--- src/rtl/pipeline_stall_ctrl_pkg.sv ---
// Shared pipeline-control constants: FSM state encoding, front-end priority
// levels and the helpers that select and decode them.
package pipeline_stall_ctrl_pkg;

   typedef enum logic {
      RUN      = 1'b0,
      MEM_WAIT = 1'b1
   } state_t;

   // Front-end priority levels, highest first.
   localparam logic [1:0] PRIO_HOLD   = 2'd0;
   localparam logic [1:0] PRIO_BRANCH = 2'd1;
   localparam logic [1:0] PRIO_HAZARD = 2'd2;
   localparam logic [1:0] PRIO_NONE   = 2'd3;

   typedef struct packed {
      logic freeze_front;
      logic flush_ifid;
      logic flush_idex;
   } front_ctrl_t;

   // Pick the winning front-end request for this cycle.
   function automatic logic [1:0] select_prio(input logic hold,
                                              input logic branch,
                                              input logic hazard);
      logic [1:0] prio;
      if (hold) begin
         prio = PRIO_HOLD;
      end else if (branch) begin
         prio = PRIO_BRANCH;
      end else if (hazard) begin
         prio = PRIO_HAZARD;
      end else begin
         prio = PRIO_NONE;
      end
      return prio;
   endfunction

   // Map a priority level onto the IF/ID and ID/EXE controls.
   function automatic front_ctrl_t decode_prio(input logic [1:0] prio);
      front_ctrl_t ctrl;
      case (prio)
         PRIO_HOLD:   ctrl = '{freeze_front: 1'b1, flush_ifid: 1'b0, flush_idex: 1'b0};
         PRIO_BRANCH: ctrl = '{freeze_front: 1'b0, flush_ifid: 1'b1, flush_idex: 1'b1};
         PRIO_HAZARD: ctrl = '{freeze_front: 1'b1, flush_ifid: 1'b0, flush_idex: 1'b1};
         default:     ctrl = '{freeze_front: 1'b0, flush_ifid: 1'b0, flush_idex: 1'b0};
      endcase
      return ctrl;
   endfunction

endpackage

--- src/rtl/pipeline_stall_ctrl_sat_counter.sv ---
// Saturating up-counter used for the stall/flush performance counters.
module sat_counter #(
   parameter int CNT_W = 16
) (
   input  logic             clk,
   input  logic             rst,
   input  logic             inc,
   output logic [CNT_W-1:0] count
);

   localparam logic [CNT_W-1:0] CNT_MAX = {CNT_W{1'b1}};
   localparam logic [CNT_W-1:0] CNT_ONE = CNT_W'(1);

   // Count qualifying cycles, sticking at the all-ones value.
   always_ff @(posedge clk or posedge rst) begin
      if (rst) begin
         count <= '0;
      end else if (inc && (count != CNT_MAX)) begin
         count <= count + CNT_ONE;
      end else begin
         count <= count;
      end
   end

endmodule

--- src/rtl/pipeline_stall_ctrl.sv ---
// Central stall/flush sequencer: merges hazard freeze, branch-taken and the
// data-memory wait-state FSM (with watchdog) into per-stage hold/flush controls.
module pipeline_stall_ctrl
   import pipeline_stall_ctrl_pkg::*;
#(
   parameter int MAX_WAIT = 16,
   parameter int CNT_W    = 16
) (
   input  logic             clk,
   input  logic             rst,
   input  logic             hazardFreeze,
   input  logic             branchTaken,
   input  logic             memAccess_MEM,
   input  logic             memReady,
   output logic             freezeFront,
   output logic             flushIFID,
   output logic             flushIDEX,
   output logic             holdAll,
   output logic             memStart,
   output logic             memTimeout,
   output logic [CNT_W-1:0] stallCycles,
   output logic [CNT_W-1:0] flushEvents
);

   localparam int                WAIT_W   = (MAX_WAIT > 2) ? $clog2(MAX_WAIT) : 1;
   localparam logic [WAIT_W-1:0] WAIT_MAX = WAIT_W'(MAX_WAIT - 1);
   localparam logic [WAIT_W-1:0] WAIT_ONE = WAIT_W'(1);

   state_t            state;
   state_t            next_state;
   logic [WAIT_W-1:0] wait_cnt;
   logic [WAIT_W-1:0] next_wait_cnt;
   logic              served;
   logic              next_served;
   logic              hold;
   logic              start;
   logic              timeout;
   front_ctrl_t       front;

   // State, watchdog count and served flag registers.
   always_ff @(posedge clk or posedge rst) begin
      if (rst) begin
         state    <= RUN;
         wait_cnt <= '0;
         served   <= 1'b0;
      end else begin
         state    <= next_state;
         wait_cnt <= next_wait_cnt;
         served   <= next_served;
      end
   end

   // Wait-state FSM: launch the SRAM access, hold until ready or watchdog expiry.
   always_comb begin
      next_state    = state;
      next_wait_cnt = wait_cnt;
      next_served   = served;
      hold          = 1'b0;
      start         = 1'b0;
      timeout       = 1'b0;
      case (state)
         RUN: begin
            if (memAccess_MEM && !served) begin
               start         = 1'b1;
               hold          = 1'b1;
               next_state    = MEM_WAIT;
               next_wait_cnt = '0;
            end else begin
               next_state = RUN;
            end
         end
         MEM_WAIT: begin
            if (memReady) begin
               next_state    = RUN;
               next_served   = 1'b1;
               next_wait_cnt = '0;
            end else if (wait_cnt == WAIT_MAX) begin
               // Abort: let the instruction retire rather than lock up.
               timeout       = 1'b1;
               next_state    = RUN;
               next_served   = 1'b1;
               next_wait_cnt = '0;
            end else begin
               hold          = 1'b1;
               next_wait_cnt = wait_cnt + WAIT_ONE;
            end
         end
         default: begin
            next_state    = RUN;
            next_wait_cnt = '0;
            next_served   = 1'b0;
         end
      endcase

      front = decode_prio(select_prio(hold, branchTaken, hazardFreeze));

      // The MEM-stage instruction has moved on once nothing holds it in place.
      if ((state == RUN) && !hold && !front.freeze_front) begin
         next_served = 1'b0;
      end else begin
         next_served = next_served;
      end
   end

   // Drive the control outputs; everything is forced low while reset is applied.
   always_comb begin
      freezeFront = 1'b0;
      flushIFID   = 1'b0;
      flushIDEX   = 1'b0;
      holdAll     = 1'b0;
      memStart    = 1'b0;
      memTimeout  = 1'b0;
      if (!rst) begin
         freezeFront = front.freeze_front;
         flushIFID   = front.flush_ifid;
         flushIDEX   = front.flush_idex;
         holdAll     = hold;
         memStart    = start;
         memTimeout  = timeout;
      end else begin
         freezeFront = 1'b0;
      end
   end

   sat_counter #(.CNT_W(CNT_W)) u_stall_cnt (
      .clk   (clk),
      .rst   (rst),
      .inc   (freezeFront),
      .count (stallCycles)
   );

   sat_counter #(.CNT_W(CNT_W)) u_flush_cnt (
      .clk   (clk),
      .rst   (rst),
      .inc   (flushIFID),
      .count (flushEvents)
   );

endmodule

--- config.mk ---
export PLATFORM = sky130hd
export DESIGN_NAME = pipeline_stall_ctrl
export DESIGN_NICKNAME = d
export VERILOG_FILES = /design/src/rtl/pipeline_stall_ctrl_pkg.sv /design/src/rtl/pipeline_stall_ctrl_sat_counter.sv /design/src/rtl/pipeline_stall_ctrl.sv
export SDC_FILE = /design/constraint.sdc
export NUM_CORES = 1
export LEC_CHECK = 0
export CAP_MARGIN = 10
export CORE_MARGIN = 5
export CORE_UTILIZATION = 50
export DETAILED_ROUTE_END_ITERATION = 16
export PLACE_DENSITY = 0.79
export SLEW_MARGIN = 20
export SYNTH_ARGS = -nofsm -noshare
export SYNTH_HDL_FRONTEND = slang
export SYNTH_HIERARCHICAL = 1
export SYNTH_SLANG_ARGS = --single-unit
export TNS_END_PERCENT = 20
--- constraint.sdc ---
create_clock -name clk -period 2.98 [get_ports clk]
set_input_delay 0.447 -clock clk [delete_from_list [all_inputs] [get_ports clk]]
set_output_delay 0.447 -clock clk [all_outputs]
set_load 0.01 [all_outputs]
==> results of run 1 <==
-- flip-flops by register name, indices dropped and copies added, names as in the netlist --
register and cells:
u_stall_cnt/count 16, state 1, served 1, u_flush_cnt/count 16
wait_cnt 4
-- what timing repair did --
action	4_1_cts	5_1_grt
hold buffers	0	0
setup endpoints to repair	0	1
buffers inserted	0	0
resized for setup	0	1
-- final timing paths --
| check | from | to | slack (ns) | depth (start not counted) |
|---|---|---|---|---|
| setup reg to reg | wait_cnt[0] | u_flush_cnt/count[14] | 0.39 | 11 |
| setup / recovery | wait_cnt[0] | flushIFID | 0.16 | 7 |
| max in group asynchronous | rst | u_flush_cnt/count[2] | 1.85 | 2 |
| min in group asynchronous | rst | state | 0.64 | 3 |
| hold reg to reg | u_stall_cnt/count[15] | u_stall_cnt/count[15] | 0.52 | 1 |
| hold / removal | u_stall_cnt/count[15] | u_stall_cnt/count[15] | 0.52 | 1 |
-- cell usage after synthesis (all sizes together) --
| cell | number |
|---|---|
| dfrtp | 38 |
| xnor2 | 22 |
| nand2 | 17 |
| nand3 | 14 |
| nand4 | 14 |
| and3 | 12 |
| nor2 | 10 |
| and4 | 8 |
| nand2b | 6 |
| a21oi | 4 |
| ha | 4 |
| inv | 4 |
| mux2 | 4 |
| nor2b | 3 |
| o21a | 3 |
| and2 | 2 |
| mux2i | 2 |
| nor4 | 2 |
| o21ai | 2 |
| o22ai | 2 |
| a22o | 1 |
| buf | 1 |
| nand3b | 1 |
| nor3 | 1 |
| nor3b | 1 |
| o22a | 1 |
| o2bb2ai | 1 |
| o31ai | 1 |
| o32ai | 1 |
-- per-layer routing --
metal	up-vias	track usage (%)
met1	757	21.7
met4	0	5.53
met5	-	0
met2	46	26.6
li1	766	-
met3	6	4.41
-- per-stage QoR --
step	hold WS (ns)	utilization, %	std cells	power (mW)	worst slack (ns)
6_report	0.520	67.2	285	1.84	0.161
5_1_grt	0.548	67.2	285	1.95	0.0486
4_1_cts	0.525	67.1	285	1.86	0.0654
3_5_place_dp	0.506	63.5	277	1.32	0.149
3_3_place_gp	0.501	63.5	277	1.31	0.204
2_1_floorplan	0.246	-	182	1.06	0.384
-- logic make-up (layout without fill, tap and decap cells) --
logic type / count (synthesis) / after routing / share of synthesized area [%]
AND/OR/NAND/NOR: 91 / 91 / 29.9
flip-flops: 38 / 38 / 47.6
XOR/XNOR: 22 / 22 / 9.64
AO/OA/AOI/OAI: 16 / 16 / 5.82
multiplexers: 6 / 6 / 3.26
buffers and inverters: 5 / 58 / 1.31
adder cells (fa/ha/maj): 4 / 4 / 2.50
-- cell type report --
| type | instances | area (µm²) |
|---|---|---|
| flip-flops and latches | 38 | 951 |
| multi-input cells | 139 | 1020 |
| clock buffers | 6 | 82.6 |
| well taps | 50 | 62.6 |
| repair buffers | 46 | 455 |
| fillers | 320 | 1290 |
| inverters | 4 | 15.0 |
| clock inverters | 2 | 60.1 |
-- where the power goes --
part / total (mW) / switching (mW) / internal, mW
Combinational: 0.541 / 0.236 / 0.305
Clock: 0.533 / 0.176 / 0.357
Sequential: 0.770 / 0.155 / 0.615
Total: 1.84 / 0.567 / 1.28
-- critical path, cell delays in order, from the launching register on --
cell and delay, ns:
dfrtp_1 0.42, ha_1 0.23, and3_2 0.25, o22a_2 0.22
nand2b_1 0.08, ha_1 0.13, nor2b_1 0.17, clkdlybuf4s50_1 0.57
==> key figures, run 1 <==
Outcome
  – Run status: completed

Timing
  – RSZ-0062 raised after global routing: false
  – Period Utilization, post-route: 94.6%
  – Setup TNS Final: 0 ns
  – Max Fclk: 355 MHz
  – Post-route minimum period: 2.82 ns
  – Worst clock skew: 0.0110 ns
  – Max-slew violation count: 0
  – Fin. Hold Viols: 0
  – Worst rel slew slack: 59.5%
  – Final setup fails: 0
  – Worst-margin pin slew: around 0.6 ns

Critical path
  – Kind of critical path: flip-flop to output pin
  – Startpoint Class: flip-flop
  – Worst Path Required: 2.53 ns
  – CP Max Fanout: 5
  – CP Capture Type: output pin
  – Worst Path Arrival: 2.37 ns

Synthesis
  – Post-synthesis sequential area ratio: a little under half
  – Largest cells by area after synthesis: dfrtp_1, xnor2_1, nand3_1, nand4_1, and3_1
  – Leading area contributor after synthesis: dfrtp_1
  – Mapped cell area: between 1500 and 2000 µm²
  – Yosys top cell area share: 47.6%
  – Syn nets: 192
  – Yosys cell types: 36
  – Post-Synthesis Cells: about 180
  – Syn_area_per_cell: 11.0 µm²
  – Register bit count reported by yosys: 38
  – Yosys warning count: 6

Floorplanning
  – Overall die height: 73.2 µm
  – I/O pin total: 44
  – Die extent in x: 73.2 µm
  – Starting Density: 50.7%
  – Core Rows: 23
  – Core Area: 3940 µm²
  – DIE AREA: between 5000 and 6000 µm²

Global route
  – Overflow after GRT: 0
  – Total GRT Usage: between 10% and 20%
  – Vias in the first global route: 1535
  – Initial antenna violation count: 0
  – Maximum number of pins on one net before global-route repair: 17
  – First-pass GRT wire length: 6.91 mm

Detailed routing
  – WL met3: 255 µm
  – Initial DRC count: slightly above 60
  – WL met2: approximately 1.9 mm
  – Via-to-Cell Ratio: 5.53
  – Routed WL: between 4 and 5 mm
  – Total number of vias: 1575
  – Routed Antenna Nets: 0
  – DRC viols: 0
  – Router iterations before antenna repair: 4
  – Metal-1 WL: 1.81 mm
  – Routed wire length per instance: 14.2 µm
  – DR top layer: met4

Clock network
  – Clk Tree Root Cell: clkbuf_8
  – Maximum clock path buffer count: 2
  – Clock sink count: 38
  – H-tree depth: 2
  – CTS tree: yes
  – Reg clk slew, reported paths: around 0.08 ns
  – Worst-skew pair later-pin latency: 0.29 ns
  – Total CTS buffers: 5

Finish
  – # nets final: 244
  – Most common cell after layout, fill and taps aside: clkdlybuf4s50_1
  – Antenna diode count: 0
  – Most frequent cells in the layout: clkdlybuf4s50_1, dfrtp_1, xnor2_1
  – Post-route cell area: between 2000 and 3000 µm²
  – P&R area growth vs syn: 32.5%
  – Share of layout cells above drive strength 1: between 10% and 20%

Pwr
  – Power per cell area: 696 nW/µm²
  – Worst vdd ir: approximately 0.58 mV
  – Leakage: 1.18 nW

Place
  – Final GP Congestion: around 0.74
  – DP HPWL: 2.95 mm
  – Area after DPL: 2500 µm²
  – # port buffers: 43

Worst hold path
  – Worst min-delay path category: flip-flop to flip-flop

Run
  – Max-cap viol count: 0
No activity file was read; power rests on OpenSTA's default activity.
==> run 2, diff against run 1 <==
Settings changed: SKIP_LAST_GASP from default to 1.
==> results of run 2 <==
Same layout as run 1: the final DEF is identical, and so are final timing and power.
==> run 3, diff against run 2 <==
Settings changed: CORE_MARGIN 5 to 10, RECOVER_POWER from default to 100.
==> run 3 against run 2 <==
  * Largest power group unchanged
  * Wire length grew 6.5%
  * Die area grew 29%
  * Total power shrank 12%
==> key figures, run 3 (synthesis results as in run 1) <==
Outcome
  – Run status: completed

Critical path
  – CP Max Fanout: 4 (-1)
  – Worst path max stage delay: 0.57 ns (about the same)
  – CP Capture Type: output pin
  – Slowest stage cell, crit path: clkdlybuf4s50_1
  – Worst r2r src: wait_cnt[0]
  – Worst Path Required: 2.53 ns (about the same)
  – Worst reg2reg setup slack: 0.28 ns (-0.11 ns)
  – Worst Path Arrival: 2.35 ns (-0.02 ns)
  – Startpoint Class: primary input
  – Critical-path cell list: dlygate4sd3_1 > nand2b_1 > o22a_2 > inv_2 > nor2_1 > ha_1 > nor2b_1 > clkdlybuf4s50_1
  – Kind of critical path: primary input to output pin
  – Reg2reg path depth: 11 (unchanged)
  – End of the worst register-to-register path: u_flush_cnt/count[14]

Finish
  – Fillcell total: 319 (-0.31%)
  – P&R area growth vs syn: 27.2%
  – Reg area: 951 µm² (unchanged)
  – Most frequent cells in the layout: dlygate4sd3_1, dfrtp_1, xnor2_1
  – Final Core Density: 67.4% (+0.27 points)
  – Antenna diode count: 0 (unchanged)
  – Share of layout cells above drive strength 1: 10.7% (-2.9 points)
  – Regs by FF count: u_flush_cnt/count x16, u_stall_cnt/count x16, wait_cnt x4
  – Footprint of the multi-input gates: 987 µm² (-3.3%)
  – Post-route insts no fill: 282 (-1.1%)
  – # nets final: 243 (-0.41%)

Clock network
  – CTS tree: yes
  – Maximum clock path buffer count: 2 (unchanged)
  – # resized after CTS: 0 (unchanged)
  – Clock sink count: 38 (unchanged)
  – Reg clk slew, reported paths: 0.07 ns (about the same)
  – Number of hold buffers added after cts: 0 (unchanged)
  – H-tree depth: 2 (unchanged)
  – Worst-skew pair later-pin latency: 0.29 ns (about the same)
  – Total CTS buffers: 5 (unchanged)
  – Clk Tree Root Cell: clkbuf_8
  – Postcts setup bufs: 0 (unchanged)

Floorplanning
  – Overall die height: 83.2 µm (+14%)
  – Die extent in x: 83.2 µm (+14%)
  – DIE AREA: 6920 µm² (+29%)
  – Starting Density: 53.0% (+2.3 points)
  – Core Area: 3770 µm² (-4.3%)
  – Core Rows: 22 (-4.3%)
  – I/O pin total: 44 (unchanged)

Timing
  – WHS: 0.515 ns (-0.00528 ns)
  – Period Utilization, post-route: 94.0% (-0.59 points)
  – Worst clock skew: 0.00599 ns (-0.00499 ns)
  – Final setup fails: 0 (unchanged)
  – Max Fclk: 357 MHz (+0.63%)
  – RSZ-0062 raised after global routing: false
  – Worst rel slew slack: 46.0% (-14 points)
  – Post-route setup slack: 0.179 ns (+0.0176 ns)
  – Max-slew violation count: 0 (unchanged)
  – Fin. Hold Viols: 0 (unchanged)
  – Post-route minimum period: 2.80 ns (-0.0176 ns)
  – Setup TNS Final: 0 ns (unchanged)
  – Worst-margin pin slew: 0.802 ns (+0.196 ns)

Global route
  – Overflow after GRT: 0 (unchanged)
  – Grt met3 use: 4.98% (+0.57 points)
  – Met1 usage: 13.7% (-8.0 points)
  – M2 GR Usage: 20.3% (-6.4 points)
  – First-pass GRT wire length: 7.21 mm (+4.4%)
  – Total GRT Usage: 12.4% (-4.2 points)
  – Busiest grt layer: met2
  – Initial antenna violation count: 0 (unchanged)
  – Maximum number of pins on one net before global-route repair: 17 (unchanged)
  – Vias in the first global route: 1523 (-0.78%)

Detailed routing
  – Total number of vias: 1533 (-2.7%)
  – Via-to-Cell Ratio: 5.44 (-1.6%)
  – Initial DRC count: 31 (-49%)
  – Router iterations before antenna repair: 4 (unchanged)
  – Routed WL: 4.31 mm (+6.5%)
  – DRC viols: 0 (unchanged)
  – Routed wire length per instance: 15.3 µm (+7.6%)
  – Routed Antenna Nets: 0 (unchanged)

Worst hold path
  – Hold depth: 1 (unchanged)
  – Worst Hold Path EP: u_stall_cnt/count[15]
  – Worst min-delay path category: flip-flop to flip-flop
  – Hold_sp: u_stall_cnt/count[15]

Place
  – DP HPWL: 3.28 mm (+11%)
  – Pre-CTS WS: 0.0730 ns (-0.0755 ns)
  – Placed Cells: 274 (-1.1%)
  – # port buffers: 43 (unchanged)
  – Final GP Congestion: 0.869 (+17%)

Pwr
  – Leakage: 1.19 nW (+1.4%)
  – Worst vdd ir: 0.504 mV (-12%)
  – Power per cell area: 637 nW/µm² (-8.6%)

Run
  – Max-cap viol count: 0 (unchanged)
-- run 3: cell count changes in the layout (fill, tap and decap cells not counted), moves of 2 or more --
cell | previous run | this run
and2_1 | 2 | 0
dlygate4sd3_1 | 0 | 38
clkdlybuf4s50_1 | 42 | 4
bufinv_16 | 2 | 0
clkbuf_1 | 0 | 3
buf_4 | 3 | 0
and2_0 | 0 | 2
nor4_4 | 2 | 0
-- run 3: cell type report --
type / count / area share [%]
inverters: 4 / 0.591
clock inverters: 1 / 0.197
flip-flops and latches: 38 / 37.4
repair buffers: 45 / 17.2
multi-input cells: 139 / 38.8
clock buffers: 7 / 3.40
well taps: 48 / 2.36
-- run 3: worst max-delay path, delay by kind of cell --
| family | cells | cell delay [ns] |
|---|---|---|
| compound gates | 1 | 0.19 |
| buf+inv | 3 | 1.15 |
| simple gates | 3 | 0.40 |
| fa+ha+maj | 1 | 0.16 |
-- run 3: worst max-delay path by stage --
stage / from / cells after the start / to / slack, ns
floorplan: wait_cnt[0] / 10 / u_flush_cnt/count[14] / 0.38
global placement: memReady / 12 / u_flush_cnt/count[14] / 0.15
detailed placement: memReady / 12 / u_flush_cnt/count[14] / 0.07
CTS: wait_cnt[0] / 8 / flushIDEX / 0.09
global route: memAccess_MEM / 12 / u_flush_cnt/count[15] / 0.02
finish: memAccess_MEM / 8 / flushIFID / 0.18
-- run 3: stage by stage --
stage / power [mW] / area (µm²)
2_1_floorplan: 1.06 / 2000
3_5_place_dp: 1.33 / 2490
3_3_place_gp: 1.32 / 2490
4_1_cts: 1.70 / 2580
6_report: 1.62 / 2540
5_1_grt: 1.74 / 2540
-- run 3: routing by layer --
layer	vias to the layer above	wire length [µm]	share of wire (%)
met1	724	1850	43
met2	32	2080	48
met4	0	67	1.6
li1	769	-	-
met5	-	0	0
met3	8	310	7.2
-- run 3: power by group --
part	leakage (nW)	switching, mW	internal, mW
clock	0.0482	0.174	0.186
combinational	0.638	0.231	0.264
sequential	0.507	0.147	0.615
total	1.19	0.552	1.07
